--- src/rtl/nbym_seq_divider_pkg.sv ---
// Shared definitions for the N-by-M sequential restoring divider.
// Holds the controller state encoding and a width helper for the step counter.
package nbym_seq_divider_pkg;

  // Controller states: waiting for a request, or stepping through the bits
  typedef enum logic {
    IDLE = 1'b0,
    CALC = 1'b1
  } div_state_e;

  // Bits needed to hold a step count from 0 up to and including n
  function automatic int count_width(input int n);
    return $clog2(n + 1);
  endfunction

endpackage

--- src/rtl/nbym_seq_divider_if.sv ---
// Request/result bundle for the N-by-M sequential divider.
// The master issues soc with operands; the slave returns the registered result.
interface nbym_seq_divider_if #(
  parameter int N = 8,
  parameter int M = 4
);

  logic         soc;
  logic [N-1:0] x;
  logic [M-1:0] y;
  logic [N-1:0] q;
  logic [M-1:0] r;
  logic         eoc;
  logic         div_by_zero;

  modport master (
    output soc, x, y,
    input  q, r, eoc, div_by_zero
  );

  modport slave (
    input  soc, x, y,
    output q, r, eoc, div_by_zero
  );

endinterface

--- src/rtl/nbym_seq_divider_div_step.sv ---
// One restoring-division step: shift a dividend bit into the partial remainder,
// try to subtract the divisor, and keep the difference only when no borrow occurs.
module div_step #(
  parameter int M = 4
) (
  input  logic [M-1:0] rem_in,
  input  logic         bit_in,
  input  logic [M-1:0] divisor,
  output logic         q_bit,
  output logic [M-1:0] rem_out
);

  logic [M:0]   shifted;
  logic [M-1:0] diff_lo;

  // Trial subtraction; the low M bits of the difference are all that survive
  // because a successful subtract always leaves a value below the divisor
  always_comb begin
    shifted = {rem_in, bit_in};
    diff_lo = shifted[M-1:0] - divisor;
    q_bit   = (shifted >= {1'b0, divisor});
    rem_out = q_bit ? diff_lo : shifted[M-1:0];
  end

endmodule

--- src/rtl/nbym_seq_divider.sv ---
// N-by-M unsigned sequential divider, one quotient bit per clock, MSB first.
// eoc is high while idle; q/r/div_by_zero are updated only when a run completes.
module nbym_seq_divider
  import nbym_seq_divider_pkg::*;
#(
  parameter int N = 8,
  parameter int M = 4
) (
  input  logic                 clock,
  input  logic                 reset_,
  nbym_seq_divider_if.slave    bus
);

  localparam int CW = count_width(N);

  div_state_e    state_q, state_d;
  logic [CW-1:0] count_q, count_d;
  logic [N-1:0]  dividend_q, dividend_d;
  logic [M-1:0]  divisor_q, divisor_d;
  logic [M-1:0]  rem_q, rem_d;
  logic [N-1:0]  quot_q, quot_d;
  logic [N-1:0]  q_q, q_d;
  logic [M-1:0]  r_q, r_d;
  logic          dbz_q, dbz_d;

  logic          step_q_bit;
  logic [M-1:0]  step_rem;

  div_step #(.M(M)) u_step (
    .rem_in  (rem_q),
    .bit_in  (dividend_q[N-1]),
    .divisor (divisor_q),
    .q_bit   (step_q_bit),
    .rem_out (step_rem)
  );

  // Next-state logic: accept a request in IDLE, step once per cycle in CALC,
  // and publish the result on the final step
  always_comb begin
    state_d    = state_q;
    count_d    = count_q;
    dividend_d = dividend_q;
    divisor_d  = divisor_q;
    rem_d      = rem_q;
    quot_d     = quot_q;
    q_d        = q_q;
    r_d        = r_q;
    dbz_d      = dbz_q;
    case (state_q)
      IDLE: begin
        if (bus.soc) begin
          state_d    = CALC;
          dividend_d = bus.x;
          divisor_d  = bus.y;
          count_d    = CW'(N);
          rem_d      = '0;
          quot_d     = '0;
        end
      end
      CALC: begin
        dividend_d = {dividend_q[N-2:0], 1'b0};
        rem_d      = step_rem;
        quot_d     = {quot_q[N-2:0], step_q_bit};
        count_d    = count_q - CW'(1);
        if (count_q == CW'(1)) begin
          state_d = IDLE;
          q_d     = {quot_q[N-2:0], step_q_bit};
          r_d     = step_rem;
          dbz_d   = (divisor_q == '0);
        end
      end
      default: state_d = IDLE;
    endcase
  end

  // State and datapath registers; reset aborts any run and clears the result
  always_ff @(posedge clock or negedge reset_) begin
    if (!reset_) begin
      state_q    <= IDLE;
      count_q    <= '0;
      dividend_q <= '0;
      divisor_q  <= '0;
      rem_q      <= '0;
      quot_q     <= '0;
      q_q        <= '0;
      r_q        <= '0;
      dbz_q      <= 1'b0;
    end else begin
      state_q    <= state_d;
      count_q    <= count_d;
      dividend_q <= dividend_d;
      divisor_q  <= divisor_d;
      rem_q      <= rem_d;
      quot_q     <= quot_d;
      q_q        <= q_d;
      r_q        <= r_d;
      dbz_q      <= dbz_d;
    end
  end

  // Drive the result side of the bundle straight from registers
  always_comb begin
    bus.q           = q_q;
    bus.r           = r_q;
    bus.div_by_zero = dbz_q;
    bus.eoc         = (state_q == IDLE);
  end

endmodule

--- src/flat_wrapper.sv ---
// flat-port wrapper written by rule: the top's interface ports become plain ports
module nbym_seq_divider_flat import nbym_seq_divider_pkg::*;
#(
  parameter int N = 8,
  parameter int M = 4
)
  (clock, reset_, bus_soc, bus_x, bus_y, bus_q, bus_r, bus_eoc, bus_div_by_zero);
  nbym_seq_divider_if #(.N(N), .M(M)) bus_i ();
  input  logic clock;
  input  logic reset_;
  input wire logic [$bits(bus_i.soc)-1:0] bus_soc;
  input wire logic [$bits(bus_i.x)-1:0] bus_x;
  input wire logic [$bits(bus_i.y)-1:0] bus_y;
  output wire logic [$bits(bus_i.q)-1:0] bus_q;
  output wire logic [$bits(bus_i.r)-1:0] bus_r;
  output wire logic [$bits(bus_i.eoc)-1:0] bus_eoc;
  output wire logic [$bits(bus_i.div_by_zero)-1:0] bus_div_by_zero;
  assign bus_i.soc = bus_soc;
  assign bus_i.x = bus_x;
  assign bus_i.y = bus_y;
  assign bus_q = bus_i.q;
  assign bus_r = bus_i.r;
  assign bus_eoc = bus_i.eoc;
  assign bus_div_by_zero = bus_i.div_by_zero;
  nbym_seq_divider #(.N(N), .M(M)) u_core (.clock(clock), .reset_(reset_), .bus(bus_i));
endmodule
--- config.mk ---
export PLATFORM = sky130hd
export DESIGN_NAME = nbym_seq_divider_flat
export DESIGN_NICKNAME = d
export VERILOG_FILES = /design/src/rtl/nbym_seq_divider_pkg.sv /design/src/rtl/nbym_seq_divider_if.sv /design/src/rtl/nbym_seq_divider_div_step.sv /design/src/rtl/nbym_seq_divider.sv /design/src/flat_wrapper.sv
export SDC_FILE = /design/constraint.sdc
export NUM_CORES = 1
export LEC_CHECK = 0
export CORE_MARGIN = 4
export CORE_UTILIZATION = 53
export CTS_CLUSTER_SIZE = 30
export DETAILED_ROUTE_END_ITERATION = 7
export GPL_TIMING_DRIVEN = 0
export PLACE_DENSITY = 0.78
export SLEW_MARGIN = 20
export SYNTH_ARGS = -nofsm -noshare
export SYNTH_HDL_FRONTEND = slang
export SYNTH_SLANG_ARGS = --single-unit
--- constraint.sdc ---
create_clock -name clock -period 2 [get_ports clock]
set_input_delay 0.6 -clock clock [delete_from_list [all_inputs] [get_ports clock]]
set_output_delay 0.6 -clock clock [all_outputs]
set_load 0.005 [all_outputs]
==> reports/qor.csv <==
stage;metric;value;unit
logic_synthesis;synthCells;190;
logic_synthesis;synth_top_area_share;0.532;
routing;drt.antenna.violating_nets;0;
logic_synthesis;synth_edf_count;0;
power_and_ir_drop;switching_share;0.399;
power_and_ir_drop;seqPwrFrac;0.359;
logic_synthesis;synth-seq-area-share;0.532;
logic_synthesis;synthAdderAreaFrac;0.0494;
global_routing;grt_pass1_vias;1525;
sta;rsz0062_at_grt;false;
global_routing;grt_util_met3;0.0476;
power_and_ir_drop;p_int;2510;µW
power_and_ir_drop;p_clk_frac;0.129;
global_routing;antenna_found_initial;0;
power_and_ir_drop;vdd.ir_drop.worst;689;µV
routing;route.detailed.drc;0;
die;die_h;68.3;µm
place;gp_congestion;0.810;
logic_synthesis;ys_async_sr_fraction;1.00;
global_routing;grt_overflow;0;
power_and_ir_drop;pwr-share-comb;0.512;
routing;drt-pass1-iter-count;4;
cts;path_clk_slew;0.12;ns
global_routing;busiest_layer;met2;
power_and_ir_drop;power_density;1760;nW/µm²
routing;dr_total_vias;1518;
setup_path;path_max_fanout;10;
global_routing;grtUsageMet1;0.236;
die;initial_core_util;0.564;
place;numPortBuffers;27;
logic_synthesis;synthXorXnorAreaFrac;0.0136;
finish;fill_cells;275;
logic_synthesis;synth_common_cells;nand2_1 (46), dfrtp_1 (41), o21ai_0 (15);
global_routing;grt_pass1_wl;6960;µm
place;placed_cells;264;
sta;max_freq;513;MHz
logic_synthesis;post-synth-top-count-cell;nand2_1;
cts;cts_buffers;5;
routing;wirelength;4140;µm
finish;area_growth_syn_to_layout;23.1;%
logic_synthesis;yosysWarnings;0;
logic_synthesis;synthDistinctLibCells;39;
power_and_ir_drop;power_leakage;0.00109;µW
routing;wl_per_cell;15.2;µm
finish;n_antenna_cell;0;
sta;setup_violations;0;
cts;cts-root-buf;clkbuf_4;
power_and_ir_drop;p_switching;1670;µW
cts;clkSinkCount;41;
setup_path;required;1.40;ns
sta;fin_crit_sh;0.975;
die;die_width;68.3;µm
sta;finClkSkew;0.0111;ns
die;coreArea;3420;µm²
finish;post-route-util;0.694;
cts;cts_tree;built;
logic_synthesis;synth_flop_cell;dfrtp_1;
finish;final_cells;273;
finish;final_layout_size_suffix_gt1_frac;0.123;
worst_hold_path;min_path_type;input port to async pin;
setup_path;critPathKind;flop to output pin;
logic_synthesis;synth_compound_area_frac;0.149;
logic_synthesis;avgSynthCellArea;10.1;µm²
run_status;status;finished, final reports clean;
setup_path;arrival;1.35;ns
setup_path;start_kind;flop;
logic_synthesis;yosys-top-cells-area;dfrtp_1 (53%), nand2_1 (9.0%), mux2i_1 (4.2%);
logic_synthesis;synth.area.mux_share;0.0474;
die;rows;21;
routing;drt_iter0_drc;105;
logic_synthesis;ys_seq_elements;41;
die;dieArea;4660;µm²
global_routing;grtUsageMet2;0.366;
cts;insertion_delay;0.36;ns
sta;slew_violations;0;
routing;via_per_inst;5.56;
setup_path;critPathCaptureType;output pin;
place;hpwl;3160;µm
logic_synthesis;synth_top_family_by_area;simple AND/OR/NAND/NOR gates;
sta;timing.final.hold_violations;0;
logic_synthesis;synth_top_area_cell;dfrtp_1;
logic_synthesis;syn_nets;212;
flow_run;drv_cap;0;
sta;slew_headroom;0.592;
finish;nets;248;
logic_synthesis;syn-cell-area;1930;µm²
logic_synthesis;yosys.area_share.simple;0.164;
cts;clk_path_buf_depth;2;
global_routing;grt_max_degree;30;
sta;worstMarginPinSlew;0.609;ns
global_routing;grtUsageTotal;0.208;
sta;timing.final.crit_period;1.95;ns
die;io_pins;29;
cts;htree_levels;2;
final timing paths:
check	startpoint	endpoint	slack, ns	depth (start not counted)
setup / recovery	u_core.state_q	bus_eoc	0.05	4
hold / removal	reset_	u_core.bus.q[2]	0.10	1
setup reg to reg	u_core.rem_q[0]	u_core.rem_q[1]	0.18	5
hold reg to reg	u_core.bus.q[6]	u_core.bus.q[6]	0.48	2
max in group asynchronous	reset_	u_core.rem_q[1]	1.45	2
min in group clock	u_core.bus.q[6]	u_core.bus.q[6]	0.48	2
what timing repair did:
| action | in CTS | in global routing |
|---|---|---|
| hold buffers | 0 | 0 |
| buffers inserted | 1 | 0 |
| gates resized for setup | 7 | 0 |
| setup endpoints to repair | 1 | 0 |
sequential cells by signal, indices dropped and copies added (netlist names):
name                    cells
u_core.bus.q                8
u_core.dividend_q           8
u_core.quot_q               7
u_core.bus.r                4
u_core.count_q              4
u_core.divisor_q            4
u_core.rem_q                4
u_core.bus.div_by_zero      1
u_core.state_q              1
critical path, stage by stage, from the launching register on:
cell           delay [ns]
dfrtp_1              0.40
buf_6                0.16
inv_4                0.06
buf_6                0.11
dlygate4sd2_1        0.25
metrics by stage:
stage | instance area [µm²] | setup TNS (ns) | hold slack (ns) | worst slack (ns) | power, µW
5_1_grt | 2370 | 0 | 0.0947 | 0.00276 | 4500
2_1_floorplan | 1930 | 0 | 0.304 | 0.409 | 2890
4_1_cts | 2370 | 0 | 0.0941 | 0.0481 | 4180
6_report | 2370 | 0 | 0.104 | 0.0508 | 4170
3_5_place_dp | 2270 | -0.114 | 0.462 | -0.114 | 3590
3_3_place_gp | 2250 | -22.35 | 0.455 | -0.545 | 3420
power by group through the flow:
stage	Sequential [µW]	Combinational, µW	Clock [µW]
after global placement	1480	1940	0
after CTS	1500	2130	556
after floorplan	1450	1440	0
after global routing	1550	2360	594
final	1500	2140	538
after detailed placement	1510	2070	0
layout make-up:
| class | instances | area (µm²) | share of cell area |
|---|---|---|---|
| multi-input combinational | 130 | 816 | 0.344 |
| timing repair buffer | 29 | 292 | 0.123 |
| tap | 46 | 57.6 | 0.0243 |
| inverter | 11 | 43.8 | 0.0185 |
| clock buffer | 6 | 41.3 | 0.0174 |
| clock inverter | 2 | 38.8 | 0.0164 |
| sequential | 41 | 1030 | 0.433 |
| buffer | 8 | 56.3 | 0.0237 |
layer usage:
layer  up-vias  part of all wire
met4         0             0.022
met1       711              0.39
met3        11             0.078
li1        722                 -
met2        74              0.51
met5         -                 0
kinds of logic after synthesis:
logic type / count (synthesis)
AND/OR/NAND/NOR: 69
AO/OA/AOI/OAI: 42
multiplexers: 9
adder cells (fa/ha/maj): 7
flip-flops: 41
XOR/XNOR: 3
buffers and inverters: 19
layout by cell type, fill, tap and decap left out, types with 2 or more instances in the layout:
cell and instances:
o21ai_2 2, clkbuf_1 2, a21oi_1 6, xnor2_1 2, nor3_1 4, nand2_1 46, o21ai_0 15, nand3_1 2
a22o_1 5, dfrtp_1 41, buf_6 3, inv_1 10, ha_1 6, clkdlybuf4s50_1 25, o31ai_1 4, clkbuf_4 5
mux2i_1 8, buf_2 4, nor2_1 8, o22ai_1 2
(Power assumes the default switching activity.)
